## src/rtl/pix_pack_8x_if.sv

```systemverilog
// Pixel-stream input and packed-word output bundle for pix_pack_8x.
interface pix_pack_8x_if #(
  parameter int unsigned DWIDTH = 10,
  parameter int unsigned PIXCNT = 8
);
  logic [DWIDTH-1:0]        pix_in;
  logic                     pix_vld;
  logic                     pix_sof;
  logic                     pix_eol;
  logic [DWIDTH*PIXCNT-1:0] data_out;
  logic                     out_vld;

  modport master (
    output pix_in, pix_vld, pix_sof, pix_eol,
    input  data_out, out_vld
  );

  modport slave (
    input  pix_in, pix_vld, pix_sof, pix_eol,
    output data_out, out_vld
  );
endinterface

```

## src/rtl/pix_pack_8x.sv

```systemverilog
// Packs a 1-pixel/clk raster stream into PIXCNT-pixel words, pulses new_frame,
// measures frame geometry and flags malformed lines.
module pix_pack_8x #(
  parameter int unsigned DWIDTH = 10,
  parameter int unsigned PIXCNT = 8,
  parameter int unsigned ROWS   = 2049,
  parameter int unsigned COLS   = 2448
) (
  input  logic                     clk,
  input  logic                     rst,
  pix_pack_8x_if.slave             bus,
  output logic                     new_frame,
  output logic [$clog2(ROWS)-1:0]  rows,
  output logic [$clog2(COLS)-1:0]  cols,
  output logic                     err_pad,
  output logic                     err_len,
  output logic                     err_sof
);
  localparam int unsigned WW = DWIDTH * PIXCNT;
  localparam int unsigned LW = $clog2(PIXCNT);
  localparam int unsigned RW = $clog2(ROWS);
  localparam int unsigned CW = $clog2(COLS);

  typedef enum logic [1:0] {IDLE, LINE, GAP} state_t;

  state_t         state_q, state_d;
  logic [LW-1:0]  lane_q, lane_d;
  logic [WW-1:0]  buf_q, buf_d;
  logic [CW-1:0]  pix_cnt_q, pix_cnt_d;
  logic [RW-1:0]  line_cnt_q, line_cnt_d;
  logic [CW-1:0]  first_len_q, first_len_d;
  logic [WW-1:0]  data_q, data_d;
  logic           out_vld_q, out_vld_d;
  logic           new_frame_d;
  logic [RW-1:0]  rows_d;
  logic [CW-1:0]  cols_d;
  logic           err_pad_d, err_len_d, err_sof_d;

  logic           start, take;
  logic [LW-1:0]  eff_lane;
  logic [WW-1:0]  word;
  logic [CW-1:0]  cur_pix, cur_first, len;
  logic [RW-1:0]  cur_line;

  assign bus.data_out = data_q;
  assign bus.out_vld  = out_vld_q;

  // Next-state, packing and geometry bookkeeping
  always_comb begin
    state_d     = state_q;
    lane_d      = lane_q;
    buf_d       = buf_q;
    pix_cnt_d   = pix_cnt_q;
    line_cnt_d  = line_cnt_q;
    first_len_d = first_len_q;
    data_d      = data_q;
    out_vld_d   = 1'b0;
    new_frame_d = 1'b0;
    rows_d      = rows;
    cols_d      = cols;
    err_pad_d   = err_pad;
    err_len_d   = err_len;
    err_sof_d   = err_sof;
    eff_lane    = lane_q;
    word        = '0;
    cur_pix     = pix_cnt_q;
    cur_line    = line_cnt_q;
    cur_first   = first_len_q;
    len         = '0;

    start = bus.pix_vld && bus.pix_sof;
    take  = bus.pix_vld && (bus.pix_sof || (state_q != IDLE));

    // A sof discards any partial word and restarts all per-frame state
    if (start) begin
      eff_lane    = LW'(PIXCNT - 1);
      new_frame_d = 1'b1;
      if (line_cnt_q != '0) begin
        rows_d = line_cnt_q;
        cols_d = first_len_q;
      end
      err_pad_d = 1'b0;
      err_len_d = 1'b0;
      err_sof_d = (state_q == LINE);
      cur_pix   = '0;
      cur_line  = '0;
      cur_first = '0;
    end

    if (take) begin
      // Lanes above the current one hold earlier pixels; the rest replicate this one
      for (int i = 0; i < int'(PIXCNT); i++) begin
        if (LW'(i) > eff_lane) word[i*DWIDTH +: DWIDTH] = buf_q[i*DWIDTH +: DWIDTH];
        else                   word[i*DWIDTH +: DWIDTH] = bus.pix_in;
      end
      buf_d       = word;
      len         = (cur_pix == {CW{1'b1}}) ? cur_pix : cur_pix + CW'(1);
      pix_cnt_d   = len;
      line_cnt_d  = cur_line;
      first_len_d = cur_first;
      state_d     = LINE;

      if ((eff_lane == '0) || bus.pix_eol) begin
        data_d    = word;
        out_vld_d = 1'b1;
        lane_d    = LW'(PIXCNT - 1);
      end else begin
        lane_d    = eff_lane - LW'(1);
      end

      if (bus.pix_eol) begin
        err_pad_d  = err_pad_d | (eff_lane != '0);
        line_cnt_d = (cur_line == {RW{1'b1}}) ? cur_line : cur_line + RW'(1);
        if (cur_line == '0)        first_len_d = len;
        else if (len != cur_first) err_len_d   = 1'b1;
        pix_cnt_d = '0;
        state_d   = GAP;
      end
    end
  end

  always_ff @(posedge clk) begin
    if (rst) begin
      state_q     <= IDLE;
      lane_q      <= LW'(PIXCNT - 1);
      buf_q       <= '0;
      pix_cnt_q   <= '0;
      line_cnt_q  <= '0;
      first_len_q <= '0;
      data_q      <= '0;
      out_vld_q   <= 1'b0;
      new_frame   <= 1'b0;
      rows        <= RW'(ROWS);
      cols        <= CW'(COLS);
      err_pad     <= 1'b0;
      err_len     <= 1'b0;
      err_sof     <= 1'b0;
    end else begin
      state_q     <= state_d;
      lane_q      <= lane_d;
      buf_q       <= buf_d;
      pix_cnt_q   <= pix_cnt_d;
      line_cnt_q  <= line_cnt_d;
      first_len_q <= first_len_d;
      data_q      <= data_d;
      out_vld_q   <= out_vld_d;
      new_frame   <= new_frame_d;
      rows        <= rows_d;
      cols        <= cols_d;
      err_pad     <= err_pad_d;
      err_len     <= err_len_d;
      err_sof     <= err_sof_d;
    end
  end
endmodule

```

## src/flat_wrapper.sv

```systemverilog
// flat-port wrapper written by rule: the top's interface ports become plain ports
module pix_pack_8x_flat 
#(
  parameter int unsigned DWIDTH = 10,
  parameter int unsigned PIXCNT = 8,
  parameter int unsigned ROWS   = 2049,
  parameter int unsigned COLS   = 2448
)
  (clk, rst, new_frame, rows, cols, err_pad, err_len, err_sof, bus_pix_in, bus_pix_vld, bus_pix_sof, bus_pix_eol, bus_data_out, bus_out_vld);
  pix_pack_8x_if #(.DWIDTH(DWIDTH), .PIXCNT(PIXCNT)) bus_i ();
  input  logic clk;
  input  logic rst;
  output logic new_frame;
  output logic [$clog2(ROWS)-1:0] rows;
  output logic [$clog2(COLS)-1:0] cols;
  output logic err_pad;
  output logic err_len;
  output logic err_sof;
  input wire logic [$bits(bus_i.pix_in)-1:0] bus_pix_in;
  input wire logic [$bits(bus_i.pix_vld)-1:0] bus_pix_vld;
  input wire logic [$bits(bus_i.pix_sof)-1:0] bus_pix_sof;
  input wire logic [$bits(bus_i.pix_eol)-1:0] bus_pix_eol;
  output wire logic [$bits(bus_i.data_out)-1:0] bus_data_out;
  output wire logic [$bits(bus_i.out_vld)-1:0] bus_out_vld;
  assign bus_i.pix_in = bus_pix_in;
  assign bus_i.pix_vld = bus_pix_vld;
  assign bus_i.pix_sof = bus_pix_sof;
  assign bus_i.pix_eol = bus_pix_eol;
  assign bus_data_out = bus_i.data_out;
  assign bus_out_vld = bus_i.out_vld;
  pix_pack_8x #(.DWIDTH(DWIDTH), .PIXCNT(PIXCNT), .ROWS(ROWS), .COLS(COLS)) u_core (.clk(clk), .rst(rst), .bus(bus_i), .new_frame(new_frame), .rows(rows), .cols(cols), .err_pad(err_pad), .err_len(err_len), .err_sof(err_sof));
endmodule
```

## config.mk

```make
export PLATFORM = sky130hd
export DESIGN_NAME = pix_pack_8x_flat
export DESIGN_NICKNAME = d
export VERILOG_FILES = /design/src/rtl/pix_pack_8x_if.sv /design/src/rtl/pix_pack_8x.sv /design/src/flat_wrapper.sv
export SDC_FILE = /design/constraint.sdc
export NUM_CORES = 1
export LEC_CHECK = 0
export ABC_AREA = 1
export BUFFER_PORTS_ARGS = -buffer_cell sky130_fd_sc_hd__buf_2
export CAP_MARGIN = 15
export CORE_ASPECT_RATIO = 1.1
export CORE_MARGIN = 1.5
export CORE_UTILIZATION = 55
export CTS_CLUSTER_SIZE = 24
export DETAILED_ROUTE_END_ITERATION = 10
export PLACE_DENSITY = 0.86
export SETUP_SLACK_MARGIN = 0.2
export SYNTH_ARGS = -nofsm -noshare
export SYNTH_HDL_FRONTEND = slang
export SYNTH_SLANG_ARGS = --single-unit
```

## constraint.sdc

```tcl
create_clock -name clk -period 6.7 [get_ports clk]
set_input_delay 0.335 -clock clk [delete_from_list [all_inputs] [get_ports clk]]
set_output_delay 0.335 -clock clk [all_outputs]
set_load 0.03 [all_outputs]
```

After elaboration in Yosys (flattened, before gate mapping)
Cells that the tools add are included.

word-level totals
  register bits = 230
  ROM bits = 0
  memory bits (writable) = 0
  bits in latches = 0
  memories kept = 0

cells by class
  add/subtract/negate cells = 3
  reductions and logical operators = 12
  multipliers = 0
  magnitude comparators = 8
  shift operators = 0
  bitwise gates (word level) = 2
  divide/modulo/power cells = 0
  equality and inequality tests = 4
  multiplexer cells = 30

operators with widths
  cell                                                                  count
  12-bit 2-to-1 mux                                                     9
  10-bit 2-to-1 mux                                                     8
  12-bit by 1-bit adder with 12-bit output (second input constant)      2
  12-bit == test (second input constant)                                2
  3-bit > comparator (first input constant)                             4
  12-bit zero test                                                      1
  12-bit inequality test                                                1
  12-bit nonzero test                                                   1
  1-bit 2-to-1 mux                                                      10
  1-bit by 3-bit > comparator with 1-bit output (first input constant)  2
  2-bit by 3-bit > comparator with 1-bit output (first input constant)  2
  3-bit 2-to-1 mux                                                      2
  2-bit AND reduction                                                   2
  3-bit zero test                                                       1
  3-bit nonzero test                                                    1
  3-bit by 1-bit subtractor with 3-bit output (second input constant)   1
  2-bit by 1-bit == test with 1-bit output (second input constant)      1
  1-bit logical AND                                                     2
  1-bit logical OR                                                      2
  2-bit 2-to-1 mux                                                      1
  2-bit nonzero test                                                    1
  2-bit OR reduction                                                    1
  1-bit NOT                                                             1
  1-bit bitwise OR                                                      1

Logic depth before layout (Yosys ltp)
Gate-level depths: netlist of the first run.

  word-level depth = 9
  depth in mapped cells = 19

Least setup slack after synthesis of the first run
Ideal clock, no wire load.

  kind = input to register
  start point = input bus_pix_vld
  end point = register u_core.data_q[36] (netlist: u_core.bus.data_out[36])
  data required time = 6572 ps
  setup slack = 4247 ps
  path buffers = 5
  stages = 13
  arrival time = 2325 ps
  cell sequence = nand2_2 > inv_2 > buf_4 > buf_2 > nor2_1 > ha_1 > ha_1 > nor2_1 > nor2_1 > buf_2 > clkbuf_1 > clkbuf_1 > a21oi_1

on the way
  cells in the longest elaborated chain, start to end = 5
  elaborated cells on any way between the ends = 8

ends and longest elaborated chain
  element                                                                                line                text
  start, declared                                                                        flat_wrapper.sv:20  input wire logic [$bits(bus_i.pix_vld)-1:0] bus_pix_vld;
  branches (longest 5 deep; another with 2-bit by 3-bit > comparator with 1-bit output)  n/a
  end signal, assigned                                                                   pix_pack_8x.sv:145  data_q <= data_d;
  end, declared                                                                          pix_pack_8x.sv:32   logic [WW-1:0] data_q, data_d;

Parallel ways; which one is timed is not known.
A chain may end at the register's enable or synchronous reset.

Worst setup path after layout of the first run
  start point = input bus_pix_vld
  end point = register u_core.data_q[58] (netlist: u_core.bus.data_out[58])

on the way
  cells in the longest elaborated chain, start to end = 5
  elaborated cells on any way between the ends = 8

ends and longest elaborated chain
  element
  branches (longest 5 deep; another with 3-bit > comparator)

Parallel ways; which one is timed is not known.

==> results of run 1 <==
Yosys cell counts (all sizes together):
master | number | share of area [%]
xor2 | 5 | 0.43
o21ai | 221 | 11
nor2 | 123 | 4.8
a211oi | 3 | 0.22
nand4 | 11 | 0.67
a221oi | 9 | 1.2
dfxtp | 230 | 45
a21oi | 146 | 7.2
nand3 | 77 | 3.9
nor3b | 1 | 0.074
nand2 | 232 | 8.6
o211ai | 24 | 1.8
o31ai | 1 | 0.12
nand3b | 2 | 0.15
o21bai | 20 | 1.5
o22ai | 1 | 0.061
clkinv | 1 | 0.037
a211o | 2 | 0.17
o21a | 10 | 0.73
xnor2 | 3 | 0.26
or2 | 1 | 0.061
inv | 189 | 6.9
buf | 23 | 1.3
nor3 | 6 | 0.34
ha | 7 | 0.86
clkbuf | 71 | 2.6
a2111oi | 1 | 0.086
nor4 | 3 | 0.18
cell families (layout without fill, tap and decap cells):
group | Yosys count | after routing | share of synthesized area (%)
flops | 230 | 230 | 45.1
compound gates | 438 | 438 | 23.8
simple gates | 456 | 456 | 18.7
fa+ha+maj | 7 | 7 | 0.857
xor+xnor | 8 | 8 | 0.686
buf+inv | 284 | 361 | 10.9
registers in the layout, indices dropped and copies added (netlist names), 2 cells and up:
name                 cells
u_core.buf_q            80
u_core.bus.data_out     80
u_core.cols             12
u_core.first_len_q      12
u_core.lane_q            3
u_core.line_cnt_q       12
u_core.pix_cnt_q        12
u_core.rows             12
u_core.state_q           2
layout by cell type, fill, tap and decap left out, types with 2 or more instances in the layout:
cell,instances
a211o_1,2
a211oi_1,3
a21oi_1,146
a221oi_1,2
a221oi_2,7
buf_2,123
buf_4,7
bufinv_16,5
clkbuf_1,4
clkbuf_16,23
clkbuf_8,4
clkinv_2,3
dfxtp_1,230
ha_1,7
inv_1,183
inv_2,6
nand2_1,229
nand2_2,3
nand3_1,75
nand3_2,2
nand3b_1,2
nand4_1,11
nor2_1,116
nor2_2,4
nor2_4,3
nor3_1,5
nor4_1,3
o211ai_1,24
o21a_1,10
o21ai_0,209
o21ai_1,12
o21bai_1,20
xnor2_1,3
xor2_1,5
power groups by stage:
stage	registers [W]	clock network (W)	logic [W]
3_3_place_gp	0.00153	0	0.000450
2_1_floorplan	0.00161	0	0.000269
3_5_place_dp	0.00154	0	0.000463
6_report	0.00151	0.00142	0.000468
4_1_cts	0.00151	0.00143	0.000467
5_1_grt	0.00152	0.00149	0.000520
area by class of cell:
cell class / count / share of cell area (%)
Timing Repair Buffer: 130 / 5.73
Clock buffer: 31 / 5.54
Inverter: 190 / 6.13
Clock inverter: 10 / 1.69
Multi-Input combinational cell: 909 / 38.8
Tap cell: 243 / 2.61
Sequential cell: 230 / 39.5
per-layer routing:
metal | part of all wire, % | global-route usage (%) | wire, um
met3 | 6.9 | 3.97 | 1800
met1 | 43 | 35.6 | 11400
met5 | 0 | 0 | 0
met2 | 47 | 43.7 | 12300
met4 | 2.6 | 10.3 | 683
final timing paths:
path / start / slack [ns] / cells after the start / endpoint
worst max-delay path: bus_pix_vld / 3.16 / 13 / u_core.bus.data_out[58]
worst min-delay path: bus_pix_eol / 0.16 / 3 / u_core.err_pad
worst max register to register: u_core.lane_q[0] / 3.77 / 10 / u_core.bus.data_out[58]
worst min register to register: u_core.first_len_q[8] / 0.47 / 2 / u_core.first_len_q[8]
through the flow:
| stage | power, W | setup slack [ns] | instances |
|---|---|---|---|
| 2_1_floorplan | 0.00188 | 4.25 | 1423 |
| 3_5_place_dp | 0.00200 | 2.54 | 1701 |
| 6_report | 0.00340 | 3.16 | 1743 |
| 3_3_place_gp | 0.00198 | 2.67 | 1701 |
| 5_1_grt | 0.00353 | 2.85 | 1743 |
| 4_1_cts | 0.00341 | 3.03 | 1742 |
critical path: stages:
cell,delay [ns]
buf_2,0.12
nand2_2,0.44
inv_2,0.54
nor2_1,0.18
ha_1,0.25
ha_1,0.21
nor2_1,0.25
nor2_4,0.08
inv_2,0.06
buf_4,0.53
nor2_1,0.13
inv_1,0.53
o21ai_0,0.20
==> summary.md, run 1 <==
| Metric | Value |
|---|---|
| Outcome | `completed` |
| Max frequency | `0.282 GHz` |
| Final #Nets | `~1500` |
| Final core utilization | `63.7%` |
| Clk_skew | `0.0213 ns` |
| Initial Utilization | `55.9%` |
| Synth unique cells | `39` |
| Yosys warnings | `0` |
| Mapped cell area | `10200 sq um` |
| CTS max path bufs | `3` |
| Largest net degree at the start of global routing | `122` |
| Hold buffers post-CTS | `0` |
| Net Sw Power | `just over 0.0009 W` |
| Final RePlAce weighted congestion | `0.868` |
| DR DRC count | `0` |
| Core area | `about 18000 sq um` |
| Via count | `approximately 9600` |
| Multi-input logic area | `4520 sq um` |
| Site Rows | `52` |
| Crit Path Max Fanout | `64` |
| Max-Cap Viols | `0` |
| Clock share of power | `around two fifths` |
| Worst setup SP type | `input pin` |
| Clk Tree Root Cell | `clkbuf_16` |
| Slew Viols, Final | `0` |
| Sw frac | `a little over a quarter` |
| Tot GR Track Use | `26.7%` |
| Final min period | `3.54 ns` |
| CTS tree | `done` |
| Num ports | `124` |
| Drt first pass iters | `6` |
| First-pass GRT wire length | `about 43000 um` |
| Worst hold path class | `input pin to flop` |
| CP Capture Type | `flop` |
| Combinational Power Share | `13.8%` |
| Total grt overflow | `0` |
| Post_cts resized | `0` |
| Area growth syn-to-layout | `14.0%` |
| Clk sinks | `230` |
| Sequential area share after synthesis | `45.1%` |
| Leakage | `5.49 nW` |
| FF+latch area | `between 4000 and 5000 sq um` |
| Sequential power share | `44.4%` |
| Worst skew pair latency | `0.53 ns` |
| DR vias/cell | `5.50` |
| Total routed wirelength | `between 20000 and 30000 um` |
| Placed cell areas | `10800 sq um` |
| Chip Height | `around 150 um` |
| Post-Synthesis Mean Instance Area | `7.18 sq um` |
| Flop and latch count out of synthesis | `230` |
| Cell area power density | `between 200 and 300 nW/um^2` |
| Int Pwr | `0.00247 W` |
| PortBufs | `123` |
| Antenna Cells | `0` |
| Cells after Synth | `1423` |
| Syn nets | `~1400` |
| Initial antenna violation count | `0` |
| VDD IR-drop max | `0.000198 V` |
| WL/cell | `about 15 um` |
| Fin Setup TNS | `0 ns` |
| Vias in the first global route | `~8800` |
| Drt initial violations | `912` |
| Antenna viol nets, final | `0` |
| Post-CTS repair timing setup buffer count | `0` |
| Final period utilization | `52.9%` |
| Fin area | `11700 sq um` |
| Die ar. | `19400 sq um` |
| Max H-tree Level | `1` |
| Max-slew headroom | `24.0%` |
| Critical path arrival | `3.93 ns` |
| Clk pin slew, worst setup/hold paths | `about 0.06 ns` |
| Setup CP Type | `input pin to flop` |
| Endpoints failing setup | `0` |
| TritonCTS buffer count | `23` |
| DP HPWL | `16600 um` |
| Worst-case hold slack | `0.162 ns` |
| Die width | `133 um` |
| Tightest Pin Transition | `around 1.1 ns` |
| Worst EP required | `around 7.1 ns` |
| Hold Vio Cnt, Final | `0` |
| Fillers | `about 1600` |
| Fraction of layout cells with a size suffix above 1 | `13.0%` |
| RSZ-0062 raised after global routing | `no` |
(Power assumes the default switching activity.)
==> run 2, diff against run 1 <==
clock period = 3.59 ns   (was 6.7 ns; I/O delays follow)
==> summary.md, run 2 (synthesis gave the netlist of run 1 again) <==
| Metric | Value |
|---|---|
| Outcome | `completed (unchanged)` |
| PortBufs | `123 (unchanged)` |
| Clock share of power | `40.3% (was 41.8%)` |
| Antenna viol nets, final | `0 (unchanged)` |
| Combinational Power Share | `14.3% (was 13.8%)` |
| Die width | `133 um (unchanged)` |
| CP Capture Type | `flop (unchanged)` |
| Final period utilization | `74.7%` |
| Setup WS pre-CTS | `0.633 ns (was 2.54 ns)` |
| Drt initial violations | `843 (was 912)` |
| Setup WS post-layout | `0.909 ns (was 3.16 ns)` |
| Multi-input logic area | `4520 sq um (unchanged)` |
| FF+latch area | `4600 sq um (unchanged)` |
| Leakage | `5.51 nW (was 5.49 nW)` |
| Critical path arrival | `3.03 ns (was 3.93 ns)` |
| Fin Setup TNS | `0 ns (unchanged)` |
| Net Sw Power | `0.00172 W (was 0.000932 W)` |
| Core area | `18300 sq um (unchanged)` |
| Clk sinks | `230 (unchanged)` |
| RSZ-0062 raised after global routing | `no (unchanged)` |
| Site Rows | `52 (unchanged)` |
| DR DRC count | `0 (unchanged)` |
| Final #Nets | `1513 (was 1506)` |
| Chip Height | `146 um (unchanged)` |
| Num ports | `124 (unchanged)` |
| Worst EP required | `3.94 ns (was 7.09 ns)` |
| Post_cts resized | `0 (unchanged)` |
| Setup CP Type | `flop to flop (was input pin to flop)` |
| Endpoints failing setup | `0 (unchanged)` |
| Worst hold path class | `input pin to flop (unchanged)` |
| Most frequent cells in the layout | `dfxtp_1, nand2_1, o21ai_0 (unchanged)` |
| Total routed wirelength | `25800 um (was 26100 um)` |
| Final Power | `0.00621 W (was 0.00340 W)` |
| Tot GR Track Use | `26.1% (was 26.7%)` |
| Total grt overflow | `0 (unchanged)` |
| Sequential power share | `45.4% (was 44.4%)` |
| CTS max path bufs | `3 (unchanged)` |
| Max-slew headroom | `40.2% (was 24.0%)` |
| WL/cell | `14.7 um (was 15.0 um)` |
| Int Pwr | `0.00449 W (was 0.00247 W)` |
| Commonest non-fill, non-tap cell in the layout | `dfxtp_1 (unchanged)` |
| Hold Vio Cnt, Final | `0 (unchanged)` |
| DR vias/cell | `5.53 (was 5.50)` |
| Max H-tree Level | `1 (unchanged)` |
| Clk_skew | `0.00789 ns (was 0.0213 ns)` |
| Crit Path Max Fanout | `12 (was 64)` |
| Clk Tree Root Cell | `clkbuf_16 (unchanged)` |
| Die ar. | `19400 sq um (unchanged)` |
| Largest net degree at the start of global routing | `120 (was 122)` |
| Clk pin slew, worst setup/hold paths | `0.06 ns (about the same)` |
| Sw frac | `27.7% (was 27.4%)` |
| Via count | `9671 (was 9584)` |
| DP HPWL | `16900 um (was 16600 um)` |
| Max frequency | `0.373 GHz` |
| First-pass GRT wire length | `42100 um (was 43000 um)` |
| Slew Viols, Final | `0 (unchanged)` |
| Final core utilization | `63.9% (was 63.7%)` |
| Hold buffers post-CTS | `0 (unchanged)` |
| Area growth syn-to-layout | `14.3% (was 14.0%)` |
| Final min period | `2.68 ns` |
| Max-Cap Viols | `0 (unchanged)` |
| Vias in the first global route | `8480 (was 8829)` |
| Cell area power density | `532 nW/um^2 (was 292 nW/um^2)` |
| Post-CTS repair timing setup buffer count | `0 (unchanged)` |
| TritonCTS buffer count | `23 (unchanged)` |
| Antenna Cells | `0 (unchanged)` |
| Initial Utilization | `55.9% (unchanged)` |
| Drt first pass iters | `5 (was 6)` |
| Final RePlAce weighted congestion | `0.898 (was 0.868)` |
| Fraction of layout cells with a size suffix above 1 | `13.5% (was 13.0%)` |
| Initial antenna violation count | `0 (unchanged)` |
| VDD IR-drop max | `0.000405 V (was 0.000198 V)` |
| Worst setup SP type | `flop (was input pin)` |
| Worst skew pair latency | `0.51 ns (was 0.53 ns)` |
| Fillers | `1555 (was 1552)` |
| CTS tree | `done (unchanged)` |
| Tightest Pin Transition | `0.898 ns (was 1.14 ns)` |
run 2: worst max-delay path, stage by stage (launching register included):
cell and delay, ns:
dfxtp_1 0.40, nand2_1 0.13, inv_1 0.23, ha_1 0.23
nand2_1 0.09, nor2_2 0.25, nand3_1 0.40, nand2_1 0.29
xor2_1 0.11, nor2_1 0.13, nand3_1 0.09, o21ai_1 0.12
a21oi_1 0.07
run 2: power by group through the flow:
| stage | sequential [W] | clock, W | combinational (W) |
|---|---|---|---|
| final | 0.00282 | 0.00250 | 0.000887 |
| after floorplan | 0.00301 | 0 | 0.000502 |
| after CTS | 0.00281 | 0.00254 | 0.000884 |
| after global routing | 0.00283 | 0.00264 | 0.000981 |
| after detailed placement | 0.00287 | 0 | 0.000878 |
| after global placement | 0.00286 | 0 | 0.000856 |
run 2: path summary, 6_finish.rpt:
path / from / end / slack [ns] / depth (start not counted)
worst min-delay path: bus_pix_eol / u_core.err_pad / 0.05 / 3
worst max-delay path: u_core.pix_cnt_q[0] / u_core.err_len / 0.91 / 12
worst min register to register: u_core.buf_q[46] / u_core.buf_q[46] / 0.47 / 2
worst max register to register: u_core.pix_cnt_q[0] / u_core.err_len / 0.91 / 12
run 2: area by class of cell:
type / instances / share of cell area (%)
multi-input combinational: 909 / 38.7
sequential: 230 / 39.4
tap: 243 / 2.60
inverter: 190 / 6.12
clock buffer: 31 / 5.61
clock inverter: 10 / 1.19
timing repair buffer: 137 / 6.38
run 2: routing by layer:
metal  track usage (%)  vias to the layer above  part of all wire [%]
met5                 0                        -                     0
met4              8.52                        0                   2.3
met3              3.03                       46                   5.7
met2              43.8                      313                    47
met1              35.0                     4526                    45
li1                  -                     4786                     -
run 2: through the flow:
| step | hold slack [ns] | instances | instance area, sq um |
|---|---|---|---|
| 4_1_cts | 0.0321 | 1750 | 11700 |
| 3_3_place_gp | 0.448 | 1709 | 10900 |
| 3_5_place_dp | 0.457 | 1709 | 10900 |
| 5_1_grt | 0.0831 | 1750 | 11700 |
| 6_report | 0.0497 | 1750 | 11700 |
| 2_1_floorplan | 0.343 | 1423 | 10200 |
==> run 3, diff against run 2 <==
CORE_UTILIZATION = 53   (was 55)
PLACE_DENSITY = 0.87   (was 0.86)
clock period = 2.2 ns   (was 3.59 ns; I/O delays follow)
==> summary.md, run 3 (synthesis gave the netlist of run 1 again) <==
| Metric | Value |
|---|---|
| Outcome | `completed (unchanged)` |
| Hold Vio Cnt, Final | `0 (unchanged)` |
| VDD IR-drop max | `0.000674 V (was 0.000405 V)` |
| Delay-heaviest family, CP | `simple AND/OR/NAND/NOR gates (unchanged)` |
| Via count | `9808 (was 9671)` |
| Setup CP Type | `flop to flop (unchanged)` |
| Fin Setup TNS | `0 ns (unchanged)` |
| Hold buffers post-CTS | `0 (unchanged)` |
| Drt first pass iters | `5 (unchanged)` |
| Max frequency | `0.515 GHz (was 0.373 GHz)` |
| Final min period | `1.94 ns (was 2.68 ns)` |
| Clk pin slew, worst setup/hold paths | `0.06 ns (about the same)` |
| Worst skew pair latency | `0.51 ns (about the same)` |
| Vias in the first global route | `8827 (was 8480)` |
| Final RePlAce weighted congestion | `0.887 (was 0.898)` |
| DR DRC count | `0 (unchanged)` |
| Num ports | `124 (unchanged)` |
| Site Rows | `53 (was 52)` |
| Total routed wirelength | `27000 um (was 25800 um)` |
| HP Start | `bus_pix_in[5] (was bus_pix_eol)` |
| Initial Utilization | `53.7% (was 55.9%)` |
| CTS tree | `done (unchanged)` |
| Clk sinks | `230 (unchanged)` |
| Tot GR Track Use | `26.2% (was 26.1%)` |
| CP Capture Type | `flop (unchanged)` |
| CP Cell Sequence | `nand2_2 -> inv_2 -> ha_4 -> nand2_4 -> inv_2 -> nand3_2 -> nor2_4 -> nand3_4 -> buf_4 -> nand3_1 -> nand2_1 -> nand2_1 -> nor2_1 -> nand3_1 -> o21ai_1 -> a21oi_1 (was nand2_1 -> inv_1 -> ha_1 -> nand2_1 -> nor2_2 -> nand3_1 -> nand2_1 -> xor2_1 -> nor2_1 -> nand3_1 -> o21ai_1 -> a21oi_1)` |
| Crit Path Max Fanout | `5 (was 12)` |
| Final period utilization | `88.2% (was 74.7%)` |
| Final #Nets | `1544 (was 1513)` |
| Clk Tree Root Cell | `clkbuf_16 (unchanged)` |
| Inst Count DP | `1738 (was 1709)` |
| Fraction of layout cells with a size suffix above 1 | `17.3% (was 13.5%)` |
| Total grt overflow | `0 (unchanged)` |
| Max H-tree Level | `1 (unchanged)` |
| Worst setup SP type | `flop (unchanged)` |
| Non-Filler Instances | `1785 (was 1750)` |
| Critical path arrival | `2.38 ns (was 3.03 ns)` |
| Fin area | `12100 sq um (was 11700 sq um)` |
| Net Sw Power | `0.00285 W (was 0.00172 W)` |
| Placed cell areas | `11200 sq um (was 10900 sq um)` |
| Drt initial violations | `773 (was 843)` |
| DR vias/cell | `5.49 (was 5.53)` |
| Reg2reg start | `u_core.pix_cnt_q[1] (was u_core.pix_cnt_q[0])` |
| Fillers | `1612 (was 1555)` |
| First-pass GRT wire length | `43000 um (was 42100 um)` |
| Area growth syn-to-layout | `18.2% (was 14.3%)` |
| Die width | `135 um (was 133 um)` |
| CTS max path bufs | `3 (unchanged)` |
| Antenna Cells | `0 (unchanged)` |
| Combinational Power Share | `15.1% (was 14.3%)` |
| Sw frac | `28.2% (was 27.7%)` |
| DP HPWL | `18100 um (was 16900 um)` |
| Chip Height | `149 um (was 146 um)` |
| Crit-path slowest cell | `dfxtp_2 (was dfxtp_1)` |
| Largest net degree at the start of global routing | `85 (was 120)` |
| Cell area power density | `837 nW/um^2 (was 532 nW/um^2)` |
| Clock share of power | `39.4% (was 40.3%)` |
| Antenna viol nets, final | `0 (unchanged)` |
| PortBufs | `123 (unchanged)` |
| CP Buf/Inv Count | `3 (was 1)` |
| Leakage | `5.70 nW (was 5.51 nW)` |
| WL/cell | `15.1 um (was 14.7 um)` |
| Int Pwr | `0.00726 W (was 0.00449 W)` |
| Crit path launch | `u_core.pix_cnt_q[1] (was u_core.pix_cnt_q[0])` |
| Worst EP required | `2.64 ns (was 3.94 ns)` |
| Die ar. | `20100 sq um (was 19400 sq um)` |
| Worst stage delay on the critical path | `0.35 ns (was 0.40 ns)` |
| Max-slew headroom | `56.3% (was 40.2%)` |
| Core area | `19000 sq um (was 18300 sq um)` |
| Max-Cap Viols | `0 (unchanged)` |
| RSZ-0062 raised after global routing | `yes (was no)` |
| Tightest Pin Transition | `0.655 ns (was 0.898 ns)` |
| Clk_skew | `0.0133 ns (was 0.00789 ns)` |
| Endpoints failing setup | `0 (unchanged)` |
| Most frequent cells in the layout | `dfxtp_1, nand2_1, o21ai_0 (unchanged)` |
| TritonCTS buffer count | `23 (unchanged)` |
| Worst hold path class | `input pin to flop (unchanged)` |
| Initial antenna violation count | `0 (unchanged)` |
| Commonest non-fill, non-tap cell in the layout | `dfxtp_1 (unchanged)` |
| Sequential power share | `45.5% (was 45.4%)` |
| Slew Viols, Final | `0 (unchanged)` |
| Final Power | `0.0101 W (was 0.00621 W)` |
==> run 3: cell count changes in the layout (fill, tap and decap cells not counted), sizes merged <==
cell      change
buf          +30
bufinv        -1
clkbuf        +1
clkinv        -3
clkinvlp      +2
inv           +1
nand3         +1
==> run 3: power by group through the flow <==
| stage | Combinational (W) | Clock, W | Sequential [W] |
|---|---|---|---|
| 5_1_grt | 0.00168 | 0.00421 | 0.00462 |
| 6_report | 0.00152 | 0.00399 | 0.00460 |
| 3_5_place_dp | 0.00149 | 0 | 0.00468 |
| 3_3_place_gp | 0.00145 | 0 | 0.00467 |
| 2_1_floorplan | 0.000822 | 0 | 0.00491 |
| 4_1_cts | 0.00150 | 0.00403 | 0.00459 |
==> run 3: what timing repair did <==
action                                  4_1_cts  5_1_grt
endpoints found under the setup margin        4       91
gates cloned                                  1        0
pin swaps                                     1       13
gates resized for setup                       3       33
buffers inserted                              1        4
==> run 3: metrics by stage <==
stage | hold slack [ns] | utilization (%) | setup slack, ns
floorplan | 0.273 | - | 0.207
global placement | 0.433 | 58.6 | 0.0751
detailed placement | 0.445 | 58.6 | -0.0101
CTS | 0.000578 | 62.8 | 0.176
global route | 0.0325 | 63.5 | 0.123
finish | 0.0112 | 63.5 | 0.259
==> run 3: area by class of cell <==
class                           instances  area [sq um]  area share (%)
Sequential cell                       230          4610            38.2
Multi-Input combinational cell        910          4650            38.5
Clock inverter                          9           111           0.922
Inverter                              190           714            5.92
Tap cell                              247           309            2.56
Timing Repair Buffer                  167          1020            8.48
Clock buffer                           32           659            5.46
==> run 3: per-layer routing <==
| metal | track usage (%) | routed length, um | vias up |
|---|---|---|---|
| met5 | 0 | 0 | - |
| met4 | 7.90 | 626 | 0 |
| met3 | 3.17 | 1540 | 48 |
| met2 | 45.5 | 13100 | 341 |
| met1 | 34.1 | 11600 | 4566 |
| li1 | - | - | 4853 |
==> run 3: worst paths after layout <==
check / endpoint / slack [ns] / cells past startpoint
worst max-delay path: u_core.err_len / 0.26 / 16
worst min-delay path: u_core.bus.data_out[5] / 0.01 / 5
worst max register to register: u_core.err_len / 0.26 / 16
worst min register to register: u_core.rows[11] / 0.46 / 2
==> run 3: worst register-to-register path, delay by kind of cell, from the launching register on <==
kind / cells / cell delay, ns
simple gates: 10 / 0.86
flops: 1 / 0.35
buf+inv: 3 / 0.31
compound gates: 2 / 0.20
fa+ha+maj: 1 / 0.15
